`config.mk`:
```
export PLATFORM = sky130hd
export DESIGN_NAME = sync_fifo_lvl
export DESIGN_NICKNAME = d
export VERILOG_FILES = /design/src/rtl/sync_fifo_lvl_pkg.sv /design/src/rtl/sync_fifo_lvl_fifo_mem.sv /design/src/rtl/sync_fifo_lvl.sv
export SDC_FILE = /design/constraint.sdc
export NUM_CORES = 1
export LEC_CHECK = 0
export ABC_AREA = 1
export BUFFER_PORTS_ARGS = -buffer_cell sky130_fd_sc_hd__buf_4
export CORE_ASPECT_RATIO = 0.75
export CORE_MARGIN = 2
export CORE_UTILIZATION = 30
export CTS_BUF_LIST = sky130_fd_sc_hd__clkbuf_8
export CTS_CLUSTER_DIAMETER = 50
export DETAILED_ROUTE_END_ITERATION = 8
export GPL_TIMING_DRIVEN = 0
export PLACE_DENSITY = 0.43
export SLEW_MARGIN = 20
export SYNTH_ARGS = -nofsm -noshare
export SYNTH_HDL_FRONTEND = slang
export SYNTH_SLANG_ARGS = --single-unit
```
`constraint.sdc`:
```
create_clock -name clk_i -period 4.2 [get_ports clk_i]
set_clock_uncertainty 0.1 [all_clocks]
set_input_delay 0.63 -clock clk_i [delete_from_list [all_inputs] [get_ports clk_i]]
set_output_delay 0.63 -clock clk_i [all_outputs]
set_load 0.02 [all_outputs]
```
`src/rtl/sync_fifo_lvl_pkg.sv`:
```
// Shared FIFO mode constants for sync_fifo_lvl and the peripherals that instantiate it.
//   FIFO_MODE_FWFT : head word visible on rdata_o while the FIFO is non-empty
//   FIFO_MODE_REG  : registered read, data appears one cycle after the pop
package sync_fifo_lvl_pkg;

  localparam int FIFO_MODE_REG  = 0;
  localparam int FIFO_MODE_FWFT = 1;

endpackage

```
`src/rtl/sync_fifo_lvl_fifo_mem.sv`:
```
// fifo_mem: WIDTH x DEPTH storage array, one synchronous write port and one
// asynchronous read port. No reset on the array.
//   clk_i    : clock
//   we_i     : write enable (already qualified by the FIFO control)
//   waddr_i  : write address
//   wdata_i  : write data
//   raddr_i  : read address
//   rdata_o  : read data, combinational from raddr_i
module fifo_mem #(
  parameter int WIDTH = 32,
  parameter int DEPTH = 16,
  localparam int AW   = $clog2(DEPTH)
) (
  input  logic             clk_i,
  input  logic             we_i,
  input  logic [AW-1:0]    waddr_i,
  input  logic [WIDTH-1:0] wdata_i,
  input  logic [AW-1:0]    raddr_i,
  output logic [WIDTH-1:0] rdata_o
);

  logic [WIDTH-1:0] mem_q [DEPTH];

  always_ff @(posedge clk_i) begin
    if (we_i) begin
      mem_q[waddr_i] <= wdata_i;
    end
  end

  assign rdata_o = mem_q[raddr_i];

endmodule

```
`src/rtl/sync_fifo_lvl.sv`:
```
// sync_fifo_lvl: synchronous FIFO with occupancy level, almost-full/almost-empty
// thresholds, flush, sticky overflow/underflow and selectable read mode.
//   clk_i, rst_ni          : clock, synchronous active-low reset
//   flush_i                : discard contents (pointers to zero)
//   err_clr_i              : clear sticky overflow_o/underflow_o
//   we_i, wdata_i          : write request and data
//   re_i                   : read request (pop)
//   rdata_o, rvalid_o      : read data and valid
//   full_o, empty_o        : level == DEPTH / level == 0
//   level_o                : occupied entries 0..DEPTH
//   afull_thr_i, afull_o   : afull_o = level_o >= afull_thr_i
//   aempty_thr_i, aempty_o : aempty_o = level_o <= aempty_thr_i
//   overflow_o, underflow_o: sticky error flags
module sync_fifo_lvl
  import sync_fifo_lvl_pkg::*;
#(
  parameter int WIDTH = 32,
  parameter int DEPTH = 16,
  parameter int FWFT  = FIFO_MODE_FWFT,
  localparam int AW   = $clog2(DEPTH)
) (
  input  logic             clk_i,
  input  logic             rst_ni,
  input  logic             flush_i,
  input  logic             err_clr_i,
  input  logic             we_i,
  input  logic [WIDTH-1:0] wdata_i,
  input  logic             re_i,
  output logic [WIDTH-1:0] rdata_o,
  output logic             rvalid_o,
  output logic             full_o,
  output logic             empty_o,
  output logic [AW:0]      level_o,
  input  logic [AW:0]      afull_thr_i,
  input  logic [AW:0]      aempty_thr_i,
  output logic             afull_o,
  output logic             aempty_o,
  output logic             overflow_o,
  output logic             underflow_o
);

  localparam logic [AW:0] PTR_ONE = 1;

  logic [AW:0]      w_ptr_q, w_ptr_d;
  logic [AW:0]      r_ptr_q, r_ptr_d;
  logic             ovf_q, ovf_d;
  logic             unf_q, unf_d;
  logic [WIDTH-1:0] rdata_q, rdata_d;
  logic             rvalid_q, rvalid_d;

  logic             wr_acc, rd_acc;
  logic             ovf_set, unf_set;
  logic [WIDTH-1:0] mem_rdata;

  // Status comes only from the registered pointers; the MSB is the wrap bit.
  assign level_o = w_ptr_q - r_ptr_q;
  assign empty_o = (w_ptr_q == r_ptr_q);
  assign full_o  = (w_ptr_q[AW-1:0] == r_ptr_q[AW-1:0]) && (w_ptr_q[AW] != r_ptr_q[AW]);

  // Threshold wider than DEPTH can never be reached, so afull_o stays low.
  assign afull_o  = (level_o >= afull_thr_i);
  assign aempty_o = (level_o <= aempty_thr_i);

  assign wr_acc  = we_i & ~full_o  & ~flush_i;
  assign rd_acc  = re_i & ~empty_o & ~flush_i;
  assign ovf_set = we_i & full_o  & ~flush_i;
  assign unf_set = re_i & empty_o & ~flush_i;

  fifo_mem #(
    .WIDTH (WIDTH),
    .DEPTH (DEPTH)
  ) u_mem (
    .clk_i   (clk_i),
    .we_i    (wr_acc),
    .waddr_i (w_ptr_q[AW-1:0]),
    .wdata_i (wdata_i),
    .raddr_i (r_ptr_q[AW-1:0]),
    .rdata_o (mem_rdata)
  );

  always_comb begin
    w_ptr_d  = w_ptr_q;
    r_ptr_d  = r_ptr_q;
    rdata_d  = rdata_q;
    rvalid_d = 1'b0;
    // A set in the same cycle as a clear wins.
    ovf_d    = (ovf_q & ~err_clr_i) | ovf_set;
    unf_d    = (unf_q & ~err_clr_i) | unf_set;

    if (flush_i) begin
      w_ptr_d = '0;
      r_ptr_d = '0;
    end else begin
      if (wr_acc) begin
        w_ptr_d = w_ptr_q + PTR_ONE;
      end
      if (rd_acc) begin
        r_ptr_d  = r_ptr_q + PTR_ONE;
        rdata_d  = mem_rdata;
        rvalid_d = 1'b1;
      end
    end
  end

  always_ff @(posedge clk_i) begin
    if (!rst_ni) begin
      w_ptr_q  <= '0;
      r_ptr_q  <= '0;
      ovf_q    <= 1'b0;
      unf_q    <= 1'b0;
      rdata_q  <= '0;
      rvalid_q <= 1'b0;
    end else begin
      w_ptr_q  <= w_ptr_d;
      r_ptr_q  <= r_ptr_d;
      ovf_q    <= ovf_d;
      unf_q    <= unf_d;
      rdata_q  <= rdata_d;
      rvalid_q <= rvalid_d;
    end
  end

  assign overflow_o  = ovf_q;
  assign underflow_o = unf_q;

  // In first-word-fall-through mode the read register is bypassed entirely.
  assign rdata_o  = (FWFT == FIFO_MODE_FWFT) ? (empty_o ? '0 : mem_rdata) : rdata_q;
  assign rvalid_o = (FWFT == FIFO_MODE_FWFT) ? ~empty_o : rvalid_q;

endmodule

```
== After elaboration in Yosys (flattened, before gate mapping) ==
Memories as Yosys holds them, arrays and structs flattened. A register that Yosys moved wholly into a read port is not among the register bits.
Cells that the tools add are included.
W data, S select, Z words.

* Input port bits: 48
* Register bits after elaboration: 12
* Logic and storage cells: 37
* Memories kept: 1
* Memory bits (writable): 512
* Output and inout port bits: 44

{| class="wikitable"
|+ Memory list
! name !! words !! width !! read ports !! clocked after memory_dff !! write ports !! line !! RTL
|-
| u_mem.mem_q || 16 || 32 || 1 || 1 || 1 || sync_fifo_lvl_fifo_mem.sv:22 || <nowiki>logic [WIDTH-1:0] mem_q [DEPTH];</nowiki>
|}

* $lt $le $gt $ge: 2
* Equality and inequality tests: 3
* Add/sub/neg operators: 3
* Muxes and demuxes: 5
* Reductions and logical operators: 2
* Bitwise logic cells: 17

{| class="wikitable"
|+ Operator list
! kind !! number
|-
| $mux W32 || 1
|-
| $add A5 B1 Y5 const B || 2
|-
| $and A1 B1 Y1 || 10
|-
| $mux W4 || 2
|-
| $eq A5 B5 Y1 || 1
|-
| $ge A5 B5 Y1 || 1
|-
| $le A5 B5 Y1 || 1
|-
| $not A1 Y1 || 5
|-
| $sub A5 B5 Y5 || 1
|-
| $eq A4 B4 Y1 || 1
|-
| $mux W1 || 2
|-
| $or A1 B1 Y1 || 2
|-
| $reduce_or A2 Y1 || 1
|-
| $logic_and A1 B1 Y1 || 1
|-
| $ne A1 B1 Y1 || 1
|}

== Longest topological paths before layout ==
Gate-level depths: netlist of run 1.

* Depth in word-level cells: 7
* Gate-level depth with buffers: 11
* Depth with buffers taken out: 11

== Cells and area by module ==
From an unflattened synthesis of run 1, not the netlist that was laid out.

* Cells, all modules: 2,306
* Area, all modules: 23,416.2 um^2

{| class="wikitable"
|+ Modules (own cells, without submodules)
! module !! cells each !! area each (um^2) !! instances !! sequential area each (um^2)
|-
| fifo_mem || 2,088 || 22,089.9 || 1 || 15,374.7
|-
| sync_fifo_lvl || 218 || 1,326.3 || 1 || 240.2
|}

== Worst setup path before layout of run 1 ==
Ideal clock, no wire load.

* Path kind: reg-to-output
* Start: reg w_ptr_q[0]
* End: out afull_o
* Path slack: 723 ps
* Data required time: 3,470 ps
* Arrival time: 2,747 ps
* Cell stages (with the launch flop): 11
* Path buffers: 0
* Cell sequence: dfxtp_1 inv_1 ha_1 inv_1 fa_1 nand3_1 nand2_1 xor2_1 ha_1 nand2_1 o311ai_0

* Word-level cells in the longest chain between the ends: 2

{| class="wikitable"
|+ RTL lines
! element !! line !! RTL
|-
| start: declaration || sync_fifo_lvl.sv:44 || <nowiki>logic [AW:0] w_ptr_q, w_ptr_d;</nowiki>
|-
| start signal: assignment || sync_fifo_lvl.sv:114 || <nowiki>w_ptr_q <= w_ptr_d;</nowiki>
|-
| $sub A5 B5 Y5 || sync_fifo_lvl.sv:56 || <nowiki>assign level_o = w_ptr_q - r_ptr_q;</nowiki>
|-
| net level_o[4] || sync_fifo_lvl.sv:33 || <nowiki>output logic [AW:0] level_o,</nowiki>
|-
| $ge A5 B5 Y1 || sync_fifo_lvl.sv:61 || <nowiki>assign afull_o = (level_o >= afull_thr_i);</nowiki>
|-
| end: declaration || sync_fifo_lvl.sv:36 || <nowiki>output logic afull_o,</nowiki>
|}

The timed path passes the listed nets, and every way through them passes these cells.

== Final worst setup path of run 1 ==
* Start: reg w_ptr_q[0]
* End: out afull_o

* Word-level cells in the longest chain between the ends: 2

{| class="wikitable"
|+ RTL lines
! element !! line
|-
| $sub A5 B5 Y5 || sync_fifo_lvl.sv:56
|-
| $ge A5 B5 Y1 || sync_fifo_lvl.sv:61
|}

Every way passes these cells.

==> results of run 1 <==
[report_power, final]
group / leakage [nW] / internal (mW) / switching, mW
Combinational: 3.94 / 0.128 / 0.288
Clock: 0.928 / 2.16 / 2.15
Sequential: 4.74 / 5.80 / 0.00608
Total: 9.61 / 8.09 / 2.44
[final cells by class]
type	count	area share, %
buffer	109	2.823
clock buffer	96	5.044
clock inverter	65	1.146
inverter	34	0.5063
multi-input combinational	1178	20.55
sequential	528	59.92
tap	957	4.571
timing repair buffer	122	5.445
[worst register-to-register path, delay by kind of cell (launching register included)]
family | cells | cell delay [ns]
buf+inv | 4 | 0.77
simple gates | 6 | 1.27
fa+ha+maj | 1 | 0.36
flops | 1 | 0.39
[synth_stat cells, drive strengths merged]
cell	count	area share [%]
o21a	1	0.034
nand3	391	9.0
dfxtp	16	1.5
buf	90	3.1
o21ai	8	0.18
inv	34	0.61
nand4	2	0.057
edfxtp	512	70
xnor2	2	0.080
fa	1	0.092
o311ai	1	0.040
nand2	673	12
nor2	23	0.40
a21oi	48	1.2
ha	19	1.1
xor2	6	0.24
clkbuf	19	0.33
o221ai	1	0.040
nor3	2	0.046
[cell families (layout without fill, tap and decap cells)]
family          Yosys count  count (layout)  synth area share, %
fa+ha+maj                20              20                1.181
simple gates           1091            1091                21.08
compound gates           59              59                1.502
flops                   528             528                71.92
buf+inv                 143             426                3.996
xor+xnor                  8               8               0.3211
[how the worst max path moves through the flow]
| stage | to | slack, ns |
|---|---|---|
| detailed placement | afull_o | 0.95 |
| global route | afull_o | 0.07 |
| CTS | afull_o | 0.18 |
| floorplan | afull_o | 0.72 |
| global placement | u_mem.mem_q[13][20] | -1.49 |
| finish | afull_o | 0.29 |
[through the flow]
step           instance area (um2)  hold slack [ns]  util [%]  TNS, ns  power [mW]
2_1_floorplan                21820           0.3955         -        0       6.094
4_1_cts                      26190          0.01512     36.43        0       10.65
3_3_place_gp                 23700           0.3583     32.97  -649.94       6.321
3_5_place_dp                 24570           0.3591     34.17        0       6.335
6_report                     26200          0.07964     36.44        0       10.53
5_1_grt                      26200          0.05052     36.44        0       10.90
[layer usage]
metal,vias up,share of wire [%]
li1,6920,-
met5,-,0
met2,465,44
met3,103,5.8
met4,0,2.0
met1,7268,48
[repair_timing]
item / in CTS / in global routing
gates resized for setup: 0 / 1
hold endpoints to repair: 0 / 0
endpoints found under the setup margin: 0 / 1
[flip-flops by register name, summed over array words and instances (netlist names), named ones only]
| name | count |
|---|---|
| u_mem.mem_q | 512 |
| r_ptr_q | 5 |
| overflow_o | 1 |
| w_ptr_q | 5 |
| underflow_o | 1 |
==> metrics.md, run 1 <==
| Metric | Value |
|---|---|
| Status | `finished, final reports clean` |
| Hold_sp | `rst_ni` |
| Worst Hold Path EP | `underflow_o` |
| Worst Path Max Fanout | `5` |
| CP cell instances | `inv_1 > ha_1 > inv_1 > fa_1 > nand3_1 > nand2_1 > xor2_2 > ha_1 > nand2_1 > o311ai_0 > buf_4` |
| GRT met1 Usage | `27.61%` |
| Fmax | `between 200 and 300 MHz` |
| Final setup viols | `0` |
| Syn nets | `1917` |
| Critical path startpoint | `w_ptr_q[0]` |
| Area occupied by multi-input gates | `0.005383 mm2` |
| Crit. End Element | `primary output` |
| Final Max Tran Viols | `0` |
| Final worst slack | `0.2913 ns` |
| Std-Cell Rows | `85` |
| GRT Util Overall | `18.76%` |
| Detailed-route wire length per cell | `around 23 um` |
| # IOs | `92` |
| Layout area overhead | `20.04%` |
| Die Area | `0.07494 mm2` |
| Worst Tran Pin Value | `~1 ns` |
| Layout cells sized above 1 | `16.04%` |
| Hold path depth | `3` |
| CP peak stage delay | `0.41 ns` |
| Slew HR | `32.43%` |
| Vias | `14.76k` |
| Startpoint types | `register` |
| Leakage | `9.614 nW` |
| Clock Sinks | `roughly 530` |
| Max Root-Sink Buffers | `3` |
| Clk_lat worst skew | `0.70 ns` |
| H-Tree Depth | `3` |
| Post-route ant nets | `0` |
| DP Cell Count | `slightly below 3k` |
| Max Cap Viol | `0` |
| ANT cells | `0` |
| Seq/Total Area, Yosys | `71.92%` |
| Cts bufs inserted | `between 90 and 100` |
| Met2 usage | `28.32%` |
| Required time worst endpoint | `3.47 ns` |
| DR vias/cell | `between 4 and 5` |
| Worst R2R Start | `w_ptr_q[0]` |
| GR peak layer | `met2` |
| Commonest non-fill, non-tap cell in the layout | `nand2_1` |
| Reg area | `0.01570 mm2` |
| First-pass GRT wire length | `roughly 100000 um` |
| CTS tree | `done` |
| Met3 Use GR | `roughly 3.7%` |
| Yosys warnings | `0` |
| Post-synthesis cell type count | `27` |
| Gp weighted congestion | `0.7489` |
| Synth Register Bits | `528` |
| Layout net count | `2132` |
| Worst-path clk slew | `0.06 ns` |
| HP Class | `in2reg` |
| Worst r2r dst | `u_mem.mem_q[1][20]` |
| Post-CTS Setup Inserts | `0` |
| DR pass1 iterations | `7` |
| Post-DP HPWL | `46140 um` |
| Critical Path Slowest Stage Cell | `fa_1` |
| Hold buffer count at cts | `0` |
| Synth Instances | `between 1.5k and 2k` |
| PortBufs | `91` |
| Pre-CTS worst setup slack | `0.9529 ns` |
| Starting Density | `30.35%` |
| Peak supply drop | `0.0002336 V` |
| Vias in the first global route | `14.30k` |
| Post-Syn Area | `0.02182 mm2` |
| Stages on worst setup path | `11` |
| Time the worst path needs with I/O delays and setup | `3.909 ns` |
| Critical path buffers and inverters | `3` |
| Syn Area/Cell | `11.80 um2` |
| Pin count of the biggest net entering global routing | `19` |
| RSZ-0062 raised after global routing | `no` |
| Power per cell area | `401.9 mW/mm2` |
| Most frequent cells in the layout | `670 x nand2_1, 512 x edfxtp_1, 391 x nand3_1` |
| 1st-iter DRT viols | `1423` |
| Final Hold Fails | `0` |
| Initial antenna violation count | `0` |
| Crit path max-delay family | `adder cells` |
| R2R cell count | `11` |
| CP arrival | `roughly 3.2 ns` |
| Total grt overflow | `0` |
| Fillers | `7091` |
| Fin crit share | `93.06%` |
| Layout Cells excl Fill | `~3.1k` |
| Worst reg-to-reg setup slack | `0.98 ns` |
| Clock root cell | `clkbuf_8` |
| DRT Wirelength | `70370 um` |
| Die W | `315.4 um` |
| Core area | `about 0.07 mm2` |
| CP Class | `reg2out` |
| DRC | `0` |
| Die height | `237.6 um` |
(Power assumes the default switching activity.)
==> run 2, diff against run 1 <==
--- a/config.mk
+++ b/config.mk
@@ -14,7 +14,7 @@
 export CTS_CLUSTER_DIAMETER = 50
 export DETAILED_ROUTE_END_ITERATION = 8
 export GPL_TIMING_DRIVEN = 0
-export PLACE_DENSITY = 0.43
+export PLACE_DENSITY = 0.5
 export SLEW_MARGIN = 20
 export SYNTH_ARGS = -nofsm -noshare
 export SYNTH_HDL_FRONTEND = slang
==> metrics.md, run 2 (synthesis results as in run 1) <==
| Metric | Value |
|---|---|
| Sequential Power Share | `56.0% (was 55.1%)` |
| Fin crit share | `92.79% (was 93.06%)` |
| Max reg flops | `512 (unchanged)` |
| Worst-path clk slew | `0.06 ns (about the same)` |
| DP Cell Count | `2923 (was 2928)` |
| CP Class | `reg2out (unchanged)` |
| Fmax | `256.6 MHz (was 255.8 MHz)` |
| Largest registers | `u_mem.mem_q: 512 flops, r_ptr_q: 5 flops, w_ptr_q: 5 flops (unchanged)` |
| Worst Path Max Fanout | `5 (unchanged)` |
| Clk_lat worst skew | `0.66 ns (was 0.70 ns)` |
| Worst Tran Pin Value | `0.9634 ns (was 1.014 ns)` |
| H-Tree Depth | `3 (unchanged)` |
| DRT Wirelength | `67010 um (was 70370 um)` |
| Initial antenna violation count | `1 (was 0)` |
| Gp weighted congestion | `0.7800 (was 0.7489)` |
| Commonest non-fill, non-tap cell in the layout | `nand2_1 (unchanged)` |
| CP arrival | `3.17 ns (was 3.18 ns)` |
| Post-route core utilization | `36.08% (was 36.44%)` |
| RSZ-0062 raised after global routing | `no (unchanged)` |
| DRC | `0 (unchanged)` |
| Slew HR | `35.77% (was 32.43%)` |
| Pin count of the biggest net entering global routing | `19 (unchanged)` |
| Vias in the first global route | `14.38k (was 14.30k)` |
| Die Area | `0.07494 mm2 (unchanged)` |
| CTS tree | `done (unchanged)` |
| PortBufs | `91 (unchanged)` |
| Cts bufs inserted | `86 (was 91)` |
| Layout area overhead | `18.87% (was 20.04%)` |
| Layout cells sized above 1 | `15.56% (was 16.04%)` |
| # IOs | `92 (unchanged)` |
| Core area | `0.07189 mm2 (unchanged)` |
| Switch share | `22.31% (was 23.17%)` |
| Comb pwr share | `4.0% (about the same)` |
| P_sw | `2.312 mW (was 2.440 mW)` |
| Met3 Use GR | `3.359% (was 3.673%)` |
| Total grt overflow | `0 (unchanged)` |
| Required time worst endpoint | `3.47 ns (about the same)` |
| Clock root cell | `clkbuf_8 (unchanged)` |
| Final Hold Fails | `0 (unchanged)` |
| Post-route ant nets | `0 (unchanged)` |
| Final Max Tran Viols | `0 (unchanged)` |
| ANT cells | `0 (unchanged)` |
| Crit. End Element | `primary output (unchanged)` |
| Status | `finished, final reports clean (unchanged)` |
| Time the worst path needs with I/O delays and setup | `3.897 ns (was 3.909 ns)` |
| Max Cap Viol | `0 (unchanged)` |
| DR vias/cell | `4.829 (was 4.777)` |
| Layout Cells excl Fill | `3059 (was 3089)` |
| Std-Cell Rows | `85 (unchanged)` |
| Clock share of power | `40.0% (was 40.9%)` |
| 1st-iter DRT viols | `1272 (was 1423)` |
| Leakage | `9.491 nW (was 9.614 nW)` |
| Die W | `315.4 um (unchanged)` |
| Post-DP HPWL | `43940 um (was 46140 um)` |
| Die height | `237.6 um (unchanged)` |
| Most frequent cells in the layout | `670 x nand2_1, 512 x edfxtp_1, 391 x nand3_1 (unchanged)` |
| Vias | `14.77k (was 14.76k)` |
| HP Class | `in2reg (unchanged)` |
| Hold buffer count at cts | `0 (unchanged)` |
| Met2 usage | `27.50% (was 28.32%)` |
| GRT Util Overall | `17.88% (was 18.76%)` |
| Post-CTS Setup Inserts | `0 (unchanged)` |
| Max Root-Sink Buffers | `3 (unchanged)` |
| Starting Density | `30.35% (unchanged)` |
| Layout net count | `2122 (was 2132)` |
| Final setup viols | `0 (unchanged)` |
| First-pass GRT wire length | `97510 um (was 100400 um)` |
| Peak supply drop | `0.0001844 V (was 0.0002336 V)` |
| P_int | `8.053 mW (was 8.088 mW)` |
| DR pass1 iterations | `7 (unchanged)` |
| CTS resizes | `0 (unchanged)` |
| GR peak layer | `met2 (unchanged)` |
| Top reg by flops | `u_mem.mem_q (unchanged)` |
| GRT met1 Usage | `25.98% (was 27.61%)` |
| Power per cell area | `399.6 mW/mm2 (was 401.9 mW/mm2)` |
| Detailed-route wire length per cell | `21.91 um (was 22.78 um)` |
| Pwr Total | `10.37 mW (was 10.53 mW)` |
| Final Hold Slack | `0.1185 ns (was 0.07964 ns)` |
| Clock Sinks | `528 (unchanged)` |
| Startpoint types | `register (unchanged)` |
## run 2: final timing paths
check	depth (start not counted)	endpoint	start	slack (ns)
max	12	afull_o	w_ptr_q[0]	0.30
min	3	underflow_o	rst_ni	0.12
max reg2reg	10	u_mem.mem_q[3][15]	w_ptr_q[0]	1.01
min reg2reg	2	underflow_o	underflow_o	0.37
## run 2: critical path, cell delays in order, from the launching register on
cell and delay, ns:
dfxtp_1 0.34, inv_1 0.15, ha_1 0.17, inv_1 0.06
fa_1 0.40, nand3_1 0.10, nand2_1 0.07, xor2_1 0.32
ha_1 0.33, a21oi_1 0.14, o21a_1 0.13, o311ai_0 0.12
buf_4 0.18
## run 2: metrics by stage
stage,TNS (ns),instance area [um2],setup slack (ns)
floorplan,0,21820,0.7231
finish,0,25940,0.3030
detailed placement,0,24430,0.9816
global route,0,25940,0.1013
CTS,0,25940,0.2272
global placement,-545.29,23700,-1.338
## run 2: area by class of cell
class                      count  area, um2
buffer                       109      739.5
tap                          957       1197
clock inverter                43      232.7
fill                        7071      45950
clock buffer                  93       1280
timing repair buffer         117       1289
multi-input combinational   1178       5375
inverter                      34      132.6
sequential                   528      15700
## run 2: per-layer routing
layer  part of all wire, %  routed length (um)
met2                    45               30180
met3                   6.9                4642
met4                   1.8                1197
met1                    46               30990
met5                     0                   0
## run 2: power groups by stage
stage	Sequential [mW]	Combinational, mW	Clock (mW)
3_3_place_gp	5.92	0.400	0
6_report	5.80	0.414	4.15
3_5_place_dp	5.91	0.420	0
2_1_floorplan	5.92	0.177	0
4_1_cts	5.80	0.421	4.24
5_1_grt	5.80	0.452	4.46
==> run 3, diff against run 2 <==
--- a/config.mk
+++ b/config.mk
@@ -9,12 +9,12 @@
 export BUFFER_PORTS_ARGS = -buffer_cell sky130_fd_sc_hd__buf_4
 export CORE_ASPECT_RATIO = 0.75
 export CORE_MARGIN = 2
-export CORE_UTILIZATION = 30
+export CORE_UTILIZATION = 55
 export CTS_BUF_LIST = sky130_fd_sc_hd__clkbuf_8
 export CTS_CLUSTER_DIAMETER = 50
 export DETAILED_ROUTE_END_ITERATION = 8
 export GPL_TIMING_DRIVEN = 0
-export PLACE_DENSITY = 0.5
+export PLACE_DENSITY_LB_ADDON = 0.2
 export SLEW_MARGIN = 20
 export SYNTH_ARGS = -nofsm -noshare
 export SYNTH_HDL_FRONTEND = slang
==> metrics.md, run 3 (synthesis results as in run 1) <==
| Metric | Value |
|---|---|
| First-pass GRT wire length | `87840 um (was 97510 um)` |
| Post-route ant nets | `0 (unchanged)` |
| Layout cells sized above 1 | `14.88% (was 15.56%)` |
| Max Cap Viol | `0 (unchanged)` |
| Cts bufs inserted | `80 (was 86)` |
| Post-CTS Setup Inserts | `0 (unchanged)` |
| Clock root cell | `clkbuf_8 (unchanged)` |
| CP arrival | `3.15 ns (was 3.17 ns)` |
| Met3 Use GR | `5.475% (was 3.359%)` |
| Total grt overflow | `0 (unchanged)` |
| Vias | `15.05k (was 14.77k)` |
| Most frequent cells in the layout | `670 x nand2_1, 512 x edfxtp_1, 391 x nand3_1 (unchanged)` |
| Peak supply drop | `0.0003224 V (was 0.0001844 V)` |
| Detailed-route wire length per cell | `22.84 um (was 21.91 um)` |
| Largest registers | `u_mem.mem_q: 512 flops, r_ptr_q: 5 flops, w_ptr_q: 5 flops (unchanged)` |
| HP Class | `in2reg (unchanged)` |
| Leakage | `9.389 nW (was 9.491 nW)` |
| Hold buffer count at cts | `0 (unchanged)` |
| Fmax | `257.9 MHz (was 256.6 MHz)` |
| Max Root-Sink Buffers | `3 (unchanged)` |
| Std-Cell Rows | `63 (was 85)` |
| Time the worst path needs with I/O delays and setup | `3.878 ns (was 3.897 ns)` |
| GR peak layer | `met2 (unchanged)` |
| Starting Density | `55.48% (was 30.35%)` |
| Max reg flops | `512 (unchanged)` |
| DRT Wirelength | `59900 um (was 67010 um)` |
| DR vias/cell | `5.739 (was 4.829)` |
| H-Tree Depth | `3 (unchanged)` |
| PortBufs | `91 (unchanged)` |
| Top reg by flops | `u_mem.mem_q (unchanged)` |
| Clock Sinks | `528 (unchanged)` |
| RSZ-0062 raised after global routing | `no (unchanged)` |
| Initial antenna violation count | `0 (was 1)` |
| ANT cells | `0 (unchanged)` |
| Setup TNS | `0 ns (unchanged)` |
| Final Hold Slack | `0.1554 ns (was 0.1185 ns)` |
| Worst-path clk slew | `0.06 ns (about the same)` |
| CTS tree | `done (unchanged)` |
| Final setup viols | `0 (unchanged)` |
| Pin count of the biggest net entering global routing | `19 (unchanged)` |
| CP Class | `reg2out (unchanged)` |
| Gp weighted congestion | `0.8025 (was 0.7800)` |
| Fin crit share | `92.33% (was 92.79%)` |
| Final Max Tran Viols | `0 (unchanged)` |
| Post-DP HPWL | `38360 um (was 43940 um)` |
| DRC | `0 (unchanged)` |
| Power per cell area | `394.6 mW/mm2 (was 399.6 mW/mm2)` |
| Clk_lat worst skew | `0.64 ns (was 0.66 ns)` |
| Startpoint types | `register (unchanged)` |
| Worst Tran Pin Value | `0.9382 ns (was 0.9634 ns)` |
| Slew HR | `37.45% (was 35.77%)` |
| Area occupied by multi-input gates | `0.005375 mm2 (unchanged)` |
| CTS resizes | `0 (unchanged)` |
| Reg area | `0.01570 mm2 (unchanged)` |
| Worst Path Max Fanout | `5 (unchanged)` |
| Final Hold Fails | `0 (unchanged)` |
| GRT met1 Usage | `42.39% (was 25.98%)` |
| Die height | `176.5 um (was 237.6 um)` |
| Vias in the first global route | `14.44k (was 14.38k)` |
| Required time worst endpoint | `3.47 ns (about the same)` |
| 1st-iter DRT viols | `1880 (was 1272)` |
| Die Area | `0.04130 mm2 (was 0.07494 mm2)` |
| # IOs | `92 (unchanged)` |
| Layout area overhead | `15.38% (was 18.87%)` |
| Met2 usage | `45.44% (was 27.50%)` |
| DR pass1 iterations | `5 (was 7)` |
| Status | `finished, final reports clean (unchanged)` |
| Fillers | `2974 (was 7071)` |
| GRT Util Overall | `29.44% (was 17.88%)` |
| Crit. End Element | `primary output (unchanged)` |
| Layout net count | `2112 (was 2122)` |
| Die W | `234.0 um (was 315.4 um)` |
| Commonest non-fill, non-tap cell in the layout | `nand2_1 (unchanged)` |
| Pwr Total | `9.937 mW (was 10.37 mW)` |
| Core area | `0.03933 mm2 (was 0.07189 mm2)` |
-- run 3: path summary, 6_finish.rpt --
| path | from | to | slack, ns | cells after the start |
|---|---|---|---|---|
| worst max-delay path | w_ptr_q[0] | afull_o | 0.32 | 12 |
| worst min-delay path | err_clr_i | underflow_o | 0.16 | 4 |
| worst max register to register | w_ptr_q[0] | u_mem.mem_q[1][18] | 1.02 | 10 |
| worst min register to register | underflow_o | underflow_o | 0.37 | 2 |
-- run 3: metal layers --
metal	vias up	part of all wire, %
li1	6873	-
met5	-	0
met3	127	10
met2	816	46
met4	0	2.7
met1	7238	41
-- run 3: final cells by class --
cell class / count / area share, %
Clock inverter: 61 / 1.049
Clock buffer: 80 / 4.373
Buffer: 109 / 2.937
Multi-Input combinational cell: 1178 / 21.35
Sequential cell: 528 / 62.33
Tap cell: 520 / 2.584
Timing Repair Buffer: 113 / 4.850
Inverter: 34 / 0.5267
-- run 3: power by group --
group          switching (mW)  internal, mW  leakage (nW)
clock                    1.96          1.78         0.791
sequential            0.00637          5.80          4.74
combinational           0.274         0.124          3.86
total                    2.24          7.70          9.39
-- run 3: critical path, cell delays in order, from the launching register on --
cell	delay (ns)
dfxtp_1	0.34
inv_1	0.17
ha_1	0.17
inv_1	0.06
fa_1	0.41
nand3_1	0.09
nand2_1	0.07
xor2_1	0.30
ha_1	0.33
a21oi_1	0.13
o21a_1	0.13
o311ai_0	0.14
buf_4	0.20
-- run 3: per-stage QoR --
stage	std cells	setup slack [ns]	instance area, um2	utilization, %
2_1_floorplan	1849	0.7231	21820	-
3_3_place_gp	2460	-1.079	23160	58.87
3_5_place_dp	2482	0.9948	23810	60.54
4_1_cts	2623	0.3089	25180	64.01
5_1_grt	2623	0.02415	25180	64.01
6_report	2623	0.3220	25180	64.01
